[config.mk]
export PLATFORM = sky130hd
export DESIGN_NAME = disp_arbiter
export DESIGN_NICKNAME = d
export VERILOG_FILES = /design/src/rtl/disp_arbiter.sv
export SDC_FILE = /design/constraint.sdc
export NUM_CORES = 1
export LEC_CHECK = 0
export CELL_PAD_IN_SITES_DETAIL_PLACEMENT = 0
export CELL_PAD_IN_SITES_GLOBAL_PLACEMENT = 1
export CORE_MARGIN = 10
export CORE_UTILIZATION = 42
export CTS_CLUSTER_SIZE = 40
export DETAILED_ROUTE_END_ITERATION = 16
export HOLD_SLACK_MARGIN = 0.08
export PLACE_DENSITY_LB_ADDON = 0.1
export SLEW_MARGIN = 0
export SYNTH_ARGS = -nofsm -noshare
export SYNTH_HDL_FRONTEND = slang
export SYNTH_SLANG_ARGS = --single-unit
[constraint.sdc]
create_clock -name clk_i -period 3.3 [get_ports clk_i]
set_input_delay 0.99 -clock clk_i [delete_from_list [all_inputs] [get_ports clk_i]]
set_output_delay 0.99 -clock clk_i [all_outputs]
set_load 0.005 [all_outputs]
[src/rtl/disp_arbiter.sv]
`default_nettype none
// ============================================================================
// Module      : disp_arbiter
// Description : 8-digit multiplexed seven-segment display driver. Shows a
//               default word (memory or debug) and lets queued processor
//               store events take over the display for a fixed number of
//               scan frames each.
//               Optional feature macro: DISP_LZ_BLANK_EN (leading-zero
//               blanking of the default word while idle).
// Revision    : 1.0 - initial release
// ============================================================================
module disp_arbiter #(
    parameter int SCAN_DIV    = 262144,
    parameter int HOLD_FRAMES = 48
) (
    input  logic        clk_i,
    input  logic        rst_ni,
    input  logic        show_i,
    input  logic [31:0] mem_data_i,
    input  logic [31:0] dbg_data_i,
    input  logic        evt_valid_i,
    input  logic [31:0] evt_addr_i,
    input  logic [31:0] evt_wdata_i,
    output logic        evt_ready_o,
    output logic [6:0]  seg_o,
    output logic [7:0]  an_o,
    output logic        busy_o,
    output logic        ovf_o
);

    localparam int CW = (SCAN_DIV > 1) ? $clog2(SCAN_DIV) : 1;
    localparam int FW = $clog2(HOLD_FRAMES + 1);

    typedef enum logic {
        ST_IDLE = 1'b0,
        ST_SHOW = 1'b1
    } state_t;

    // Cathode pattern for one hex nibble, active-low {g,f,e,d,c,b,a}.
    function automatic logic [6:0] hex_to_seg(input logic [3:0] v);
        logic [6:0] s;
        case (v)
            4'h0: s = 7'h40;
            4'h1: s = 7'h79;
            4'h2: s = 7'h24;
            4'h3: s = 7'h30;
            4'h4: s = 7'h19;
            4'h5: s = 7'h12;
            4'h6: s = 7'h02;
            4'h7: s = 7'h78;
            4'h8: s = 7'h00;
            4'h9: s = 7'h10;
            4'hA: s = 7'h08;
            4'hB: s = 7'h03;
            4'hC: s = 7'h46;
            4'hD: s = 7'h21;
            4'hE: s = 7'h06;
            4'hF: s = 7'h0E;
        endcase
        return s;
    endfunction

    logic [CW-1:0] cnt_q;
    logic          tick_q;
    logic [2:0]    idx_q;
    logic [7:0]    an_q;
    logic [6:0]    seg_q;
    state_t        state_q;
    logic [FW-1:0] frames_q;
    logic          ovf_q;
    logic [31:0]   fifo_q [4];
    logic [1:0]    wr_ptr_q;
    logic [1:0]    rd_ptr_q;
    logic [2:0]    count_q;
    logic [2:0]    count_d;

    logic          push;
    logic          pop;
    logic          frame_end;
    logic [31:0]   entry;
    logic [31:0]   disp_word;
    logic [3:0]    nibble;
    logic          blank;
    logic          unused_bits;

    // Only the word-address and low data half of a store are displayed.
    assign unused_bits = ^{evt_addr_i[31:10], evt_addr_i[1:0], evt_wdata_i[31:16]};

    assign evt_ready_o = (count_q != 3'd4);
    assign push        = evt_valid_i && evt_ready_o;
    assign frame_end   = tick_q && (idx_q == 3'd7);
    assign pop         = (state_q == ST_SHOW) && frame_end && (frames_q == FW'(1));
    assign count_d     = count_q + {2'b00, push} - {2'b00, pop};
    assign entry       = {8'hEE, evt_addr_i[9:2], evt_wdata_i[15:0]};
    assign disp_word   = (state_q == ST_SHOW) ? fifo_q[rd_ptr_q]
                                              : (show_i ? mem_data_i : dbg_data_i);
    assign nibble      = disp_word[{idx_q, 2'b00} +: 4];

`ifdef DISP_LZ_BLANK_EN
    logic [2:0] lz_msn;

    // Position of the most-significant nonzero nibble (0 when the word is 0).
    always_comb begin
        lz_msn = 3'd0;
        for (int i = 0; i < 8; i++) begin
            if (disp_word[4*i +: 4] != 4'h0) begin
                lz_msn = 3'(i);
            end
        end
    end

    assign blank = (state_q == ST_IDLE) && (idx_q > lz_msn);
`else
    assign blank = 1'b0;
`endif

    // Prescaler: free-running 0..SCAN_DIV-1, registered one-clk tick at the top.
    always_ff @(posedge clk_i or negedge rst_ni) begin
        if (!rst_ni) begin
            cnt_q  <= '0;
            tick_q <= 1'b0;
        end else begin
            tick_q <= (cnt_q == CW'(SCAN_DIV - 1));
            if (cnt_q == CW'(SCAN_DIV - 1)) begin
                cnt_q <= '0;
            end else begin
                cnt_q <= cnt_q + CW'(1);
            end
        end
    end

    // Digit scan: on each tick strobe the current digit and step the index.
    always_ff @(posedge clk_i or negedge rst_ni) begin
        if (!rst_ni) begin
            idx_q <= 3'd0;
            an_q  <= 8'hFF;
            seg_q <= 7'h7F;
        end else if (tick_q) begin
            idx_q <= idx_q + 3'd1;
            an_q  <= ~(8'h01 << idx_q);
            seg_q <= blank ? 7'h7F : hex_to_seg(nibble);
        end
    end

    // Event FIFO storage; contents are don't-care while empty.
    always_ff @(posedge clk_i) begin
        if (push) begin
            fifo_q[wr_ptr_q] <= entry;
        end
    end

    // Event FIFO pointers, occupancy and sticky overflow flag.
    always_ff @(posedge clk_i or negedge rst_ni) begin
        if (!rst_ni) begin
            wr_ptr_q <= 2'd0;
            rd_ptr_q <= 2'd0;
            count_q  <= 3'd0;
            ovf_q    <= 1'b0;
        end else begin
            if (push) begin
                wr_ptr_q <= wr_ptr_q + 2'd1;
            end
            if (pop) begin
                rd_ptr_q <= rd_ptr_q + 2'd1;
            end
            count_q <= count_d;
            if (evt_valid_i && !evt_ready_o) begin
                ovf_q <= 1'b1;
            end
        end
    end

    // Display arbitration FSM: default source vs. queued event for HOLD_FRAMES.
    always_ff @(posedge clk_i or negedge rst_ni) begin
        if (!rst_ni) begin
            state_q  <= ST_IDLE;
            frames_q <= '0;
        end else begin
            case (state_q)
                ST_IDLE: begin
                    if (count_q != 3'd0) begin
                        state_q  <= ST_SHOW;
                        frames_q <= FW'(HOLD_FRAMES);
                    end
                end
                ST_SHOW: begin
                    if (frame_end) begin
                        if (frames_q == FW'(1)) begin
                            // Head is popped now; keep showing if anything remains.
                            if (count_d != 3'd0) begin
                                frames_q <= FW'(HOLD_FRAMES);
                            end else begin
                                state_q  <= ST_IDLE;
                                frames_q <= '0;
                            end
                        end else begin
                            frames_q <= frames_q - FW'(1);
                        end
                    end
                end
                default: begin
                    state_q  <= ST_IDLE;
                    frames_q <= '0;
                end
            endcase
        end
    end

    assign seg_o  = seg_q;
    assign an_o   = an_q;
    assign busy_o = (state_q == ST_SHOW);
    assign ovf_o  = ovf_q;

endmodule
`default_nettype wire
# Word level (Yosys, flattened, before mapping)
# Memories as Yosys holds them, arrays and structs flattened. A register that Yosys moved wholly into a read port is not among the register bits.
# Index checks and enable logic that the tools add are counted.
dict set report op_classes {
  addsub 7
  n_reduce_logical 10
  mux 15
  bitwise_logic 2
  n_shift 2
  n_eq_ne 6
}
# operator n
set ops {}
lappend ops {{$mux W32} 2}
lappend ops {{$shiftx A32 B6 Y4} 1}
lappend ops {{$mux W6} 4}
lappend ops {{$add A18 B1 Y18 const B} 1}
lappend ops {{$eq A18 B18 Y1 const B} 1}
lappend ops {{$mux W18} 1}
lappend ops {{$pmux W6 S2} 1}
lappend ops {{$not A8 Y8} 1}
lappend ops {{$shl A1 B3 Y8 const A} 1}
lappend ops {{$eq A6 B1 Y1 const B} 1}
lappend ops {{$mux W1} 6}
lappend ops {{$reduce_bool A3 Y1} 2}
lappend ops {{$sub A6 B1 Y6 const B} 1}
lappend ops {{$logic_and A1 B1 Y1} 5}
lappend ops {{$add A2 B1 Y2 const B} 2}
lappend ops {{$add A3 B1 Y3} 1}
lappend ops {{$add A3 B1 Y3 const B} 1}
lappend ops {{$eq A3 B3 Y1 const B} 1}
lappend ops {{$ne A3 B3 Y1 const B} 1}
lappend ops {{$sub A3 B1 Y3} 1}
lappend ops {{$logic_not A1 Y1} 2}
lappend ops {{$ne A2 B1 Y1 const B} 1}
lappend ops {{$ne A2 B2 Y1 const B} 1}
lappend ops {{$pmux W1 S2} 1}
lappend ops {{2 further kinds} 2}
dict set report totals {
  n_memories 2
  output_inout_bits 18
  mem_bits_rw 96
  register_bits 45
  word_cells 54
  mem_bits_ro 112
}
# memory words width read_ports rd_clocked_by_memory_dff write_ports line_no
set mem_list {}
lappend mem_list {{(no name shown)} 16 7 1 1 0 42} ;# case (v)
lappend mem_list {fifo_q 4 24 1 0 1 71} ;# logic [31:0] fifo_q [4];

# Depth between registers and ports, before layout
# Gate-level depths: netlist of the first run.
dict set report logic_depth {
  word_depth 10
  ltp_mapped 14
  depth_no_buf 14
}

# Least setup slack after synthesis of the first run
# No wires, ideal clock.
dict set report synth_path {
  path_kind {input to register}
  start {input show_i}
  end {register seg_q[5] (netlist: seg_o[5])}
  slack_ps 47
  cell_stages 12
  arrival_ps 3161
  path_cell_list {buf_4 -> buf_4 -> mux4_2 -> nor2_1 -> nor2_1 -> o22ai_1 -> a2bb2oi_2 -> inv_2 -> ha_1 -> mux2_1 -> mux2i_1 -> a21oi_1}
}
dict set report synth_between {
  elab_chain_cells 3
}
# element line_no
set synth_rtl {}
lappend synth_rtl {{start, declared} 18} ;# input logic show_i,
lappend synth_rtl {{$mux W32} 96} ;# : (show_i ? mem_data_i : dbg_data_i);
lappend synth_rtl {{$mux W32} 95} ;# assign disp_word = (state_q == ST_SHOW) ? fifo_q[rd_ptr_q]
lappend synth_rtl {{$shiftx A32 B6 Y4} 97} ;# assign nibble = disp_word[{idx_q, 2'b00} +: 4];
lappend synth_rtl {{end, declared} 67} ;# logic [6:0] seg_q;
# No other way between the ends.
# A chain may end at the register's enable or synchronous reset.

# Worst setup path in the final report of the first run
dict set report layout_path {
  start {input evt_valid_i}
  end {register frames_q[4]}
}
dict set report layout_between {
  elab_chain_cells 8
}
# element line_no
set layout_rtl {}
lappend layout_rtl {{start, declared} 21} ;# input logic evt_valid_i,
lappend layout_rtl {{$logic_and A1 B1 Y1} 90} ;# assign push = evt_valid_i && evt_ready_o;
lappend layout_rtl {{$add A3 B1 Y3} 93} ;# assign count_d = count_q + {2'b00, push} - {2'b00, pop};
lappend layout_rtl {{$sub A3 B1 Y3} 93}
lappend layout_rtl {{net count_d[2]} 75} ;# logic [2:0] count_d;
lappend layout_rtl {{$reduce_bool A3 Y1} 190} ;# if (count_d != 3'd0) begin
lappend layout_rtl {{$mux W6} 190}
lappend layout_rtl {{$mux W6} 188} ;# if (frames_q == FW'(1)) begin
lappend layout_rtl {{$mux W6} 187} ;# if (frame_end) begin
lappend layout_rtl {{$pmux W6 S2} 179} ;# case (state_q)
lappend layout_rtl {{end signal, assigned} 183} ;# frames_q <= FW'(HOLD_FRAMES);
lappend layout_rtl {{end signal, assigned} 191} ;# frames_q <= FW'(HOLD_FRAMES);
lappend layout_rtl {{end signal, assigned} 197} ;# frames_q <= frames_q - FW'(1);
lappend layout_rtl {{end, declared} 69} ;# logic [FW-1:0] frames_q;
# The timed path passes the listed nets, and every way through them passes these cells. The select of a mux whose other input is x is not followed.

==> flow_metrics.env, run 1 <==
export IMPL_nFillCells=1368
export IMPL_p_per_area_nw_per_um2=560
export IMPL_rsz0062_at_grt="false"
export IMPL_finalClockSkew_ns=0.0129
export IMPL_cp_top_family="adder cells"
export IMPL_htree_num_levels=4
export IMPL_fmax_mhz=330
export IMPL_grt_max_degree=33
export IMPL_synth_top_cell_area_share=0.419
export IMPL_die_width_um=148
export IMPL_cts_sinks=148
export IMPL_place_area_um2=8380
export IMPL_crit_end="frames_q[4]"
export IMPL_critical_path_cell_count=13
export IMPL_yosys_warnings=0
export IMPL_routed_via_density=5.19
export IMPL_synth_largest_area_cell="edfxtp_1"
export IMPL_syn_instance_count=465
export IMPL_cts_tree="done"
export IMPL_initial_utilization=0.430
export IMPL_drc_errors=0
export IMPL_syn_area_per_cell_um2=14.8
export IMPL_final_max_slew_viol_count=0
export IMPL_final_nets=763
export IMPL_grt_pass1_vias=4595
export IMPL_power_total_mw=5.05
export IMPL_status="completed"
export IMPL_rrSetupSlack_ns=0.35
export IMPL_hold_class="reg -> reg"
export IMPL_antenna_found_initial=0
export IMPL_synth_edf_count=96
export IMPL_place_congestion=0.737
export IMPL_crit_start="evt_valid_i"
export IMPL_vias=4353
export IMPL_synth_nets=618
export IMPL_areaGrowthSynthToFinish_pct=31.1
export IMPL_seq_area_frac_synth=0.611
export IMPL_synth_distinct_cells=57
export IMPL_period_minus_slack_ns=3.03
export IMPL_peakVddDrop_mv=0.475
export IMPL_start_kind="input port"
export IMPL_timing_hold_ws_ns=0.464
export IMPL_ys_seq_elements=148
export IMPL_dp_hpwl_um=11400
export IMPL_num_rows=46
export IMPL_clkSlewWorstSetupHoldPaths_ns=0.06
export IMPL_finalHoldViolCount=0
export IMPL_worstPathCellList="clkdlybuf4s50_1, nand2_1, ha_1, inv_1, ha_1, inv_1, fa_1, xnor2_1, xnor2_1, nor4_1, buf_4, a31oi_1, o22a_1"
export IMPL_fin_crit_sh=0.917
export IMPL_clockRootBuffer="clkbuf_16"
export IMPL_path_buf_inv=4
export IMPL_worstPathRequired_ns=3.59
export IMPL_endpoint_kind="register"
export IMPL_syn_area_um2=6880
export IMPL_cp_arrival_ns=3.32
export IMPL_drtIter0Drc=305
export IMPL_fp_dieH_um=148
export IMPL_finalSetupViolCount=0
export IMPL_port_buffers=109
export IMPL_routed_wl_um=16300
export IMPL_multi_input_area_um2=2500
export IMPL_design_core_area_um2=16000
export IMPL_clock_path_buffers=2
export IMPL_timing_rr_start="frames_q[2]"
export IMPL_wire_per_inst_um=19.4
export IMPL_r2r_cells=14
export IMPL_power_leakage_nw=3.35
export IMPL_relSlewSlack=0.594
export IMPL_drive_above_1_share=0.219
export IMPL_grt_pass1_wl_um=25300
export IMPL_synthTopCellsByCount="edfxtp_1, nor2_1, dfrtp_1, mux4_2, nand2_1"
export IMPL_final_antenna_net_count=0
export IMPL_synth_area_leaders="edfxtp_1, dfrtp_1, mux4_2"
export IMPL_setup_tns_ns=0
export IMPL_grt_ovfl_total=0
export IMPL_crit_fanout=2
export IMPL_maxCapViolCount=0
export IMPL_pin_count=150
export IMPL_track_usage=0.149
export IMPL_worst_pin_slew_ns=0.603
export IMPL_yosysMostFrequentCell="edfxtp_1"
export IMPL_synth_flop_cell="edfxtp_1"
export IMPL_cts_buffers=17
export IMPL_postSynth_asyncResetShare=0.351
export IMPL_drt_first_pass_iters=4
export IMPL_crit_type="in -> reg"
export IMPL_fin_area_um2=9020
export IMPL_critPathMaxStageDelay_ns=0.48
export IMPL_dieArea_um2=21900
export IMPL_insertion_delay_ns=0.42
export IMPL_reg2reg_to="frames_q[4]"
export IMPL_diodes=0
export IMPL_cpMaxStageDelayCell="clkdlybuf4s50_1"
export IMPL_seqCellArea_um2=4200
[sequential cells by signal, summed over array words and instances, names as in the netlist]
| register | cells |
|---|---|
| seg_o | 7 |
| rd_ptr_q | 2 |
| wr_ptr_q | 2 |
| busy_o | 1 |
| fifo_q | 96 |
| an_o | 8 |
| frames_q | 6 |
| count_q | 3 |
| ovf_o | 1 |
| tick_q | 1 |
| idx_q | 3 |
| cnt_q | 18 |
[power by group]
group	switching, mW	internal, mW	total (mW)
combinational	0.397	0.400	0.797
clock	0.772	1.12	1.89
sequential	0.0801	2.28	2.36
[stage by stage]
stage	setup slack (ns)	util	instances
floorplan	0.0466	-	465
global placement	-0.456	0.524	803
detailed placement	-0.444	0.524	803
CTS	0.0177	0.560	834
global route	0.0265	0.564	838
finish	0.274	0.564	838
[what timing repair did]
item	4_1_cts	5_1_grt
gates cloned	0	1
hold buffers	0	0
endpoints found under the hold margin	0	0
resized for setup	2	4
setup endpoints to repair	2	6
setup buffers	0	3
[layout by cell type, fill, tap and decap left out, types with 9 or more instances in the layout]
master / count
a21oi_1: 16
a31oi_1: 10
buf_4: 35
clkbuf_16: 18
clkdlybuf4s50_1: 107
dfrtp_1: 36
dfstp_2: 15
edfxtp_1: 96
ha_1: 19
inv_1: 13
mux2i_1: 21
mux4_2: 34
nand2_1: 27
nand3_1: 9
nor2_1: 40
xnor2_1: 12
xor2_1: 9
[area by class of cell]
class | instances | area share
well taps | 216 | 0.0300
flip-flops and latches | 148 | 0.466
clock buffers | 17 | 0.0472
multi-input cells | 280 | 0.277
inverters | 16 | 0.00666
repair buffers | 147 | 0.157
clock inverters | 14 | 0.0164
[how the worst min path moves through the flow]
stage,depth (start not counted),slack (ns),from,to
floorplan,1,0.43,cnt_q[0],cnt_q[0]
global placement,1,0.44,cnt_q[0],cnt_q[0]
detailed placement,1,0.46,cnt_q[8],cnt_q[8]
CTS,1,0.47,ovf_o,ovf_o
global route,1,0.47,ovf_o,ovf_o
finish,1,0.46,ovf_o,ovf_o
[layer usage]
metal / GRT usage / routed length (µm)
met2: 0.248 / 8300
met4: 0.0357 / 121
met3: 0.0418 / 723
met1: 0.186 / 7130
met5: 0 / 0
[cells by family after synthesis]
group,share of synthesized area
fa+ha+maj,0.0393
xor+xnor,0.0267
compound gates,0.0625
flops,0.611
simple gates,0.0751
mux,0.156
buf+inv,0.0293
Note: power is estimated with default switching activity, not from simulation.
==> inputs of run 2 (changes only) <==
--- a/config.mk
+++ b/config.mk
@@ -5,6 +5,7 @@
 export SDC_FILE = /design/constraint.sdc
 export NUM_CORES = 1
 export LEC_CHECK = 0
+export CAP_MARGIN = 40
 export CELL_PAD_IN_SITES_DETAIL_PLACEMENT = 0
 export CELL_PAD_IN_SITES_GLOBAL_PLACEMENT = 1
 export CORE_MARGIN = 10
==> results of run 2 <==
Same layout as run 1: the final DEF is identical, and so are final timing and power.
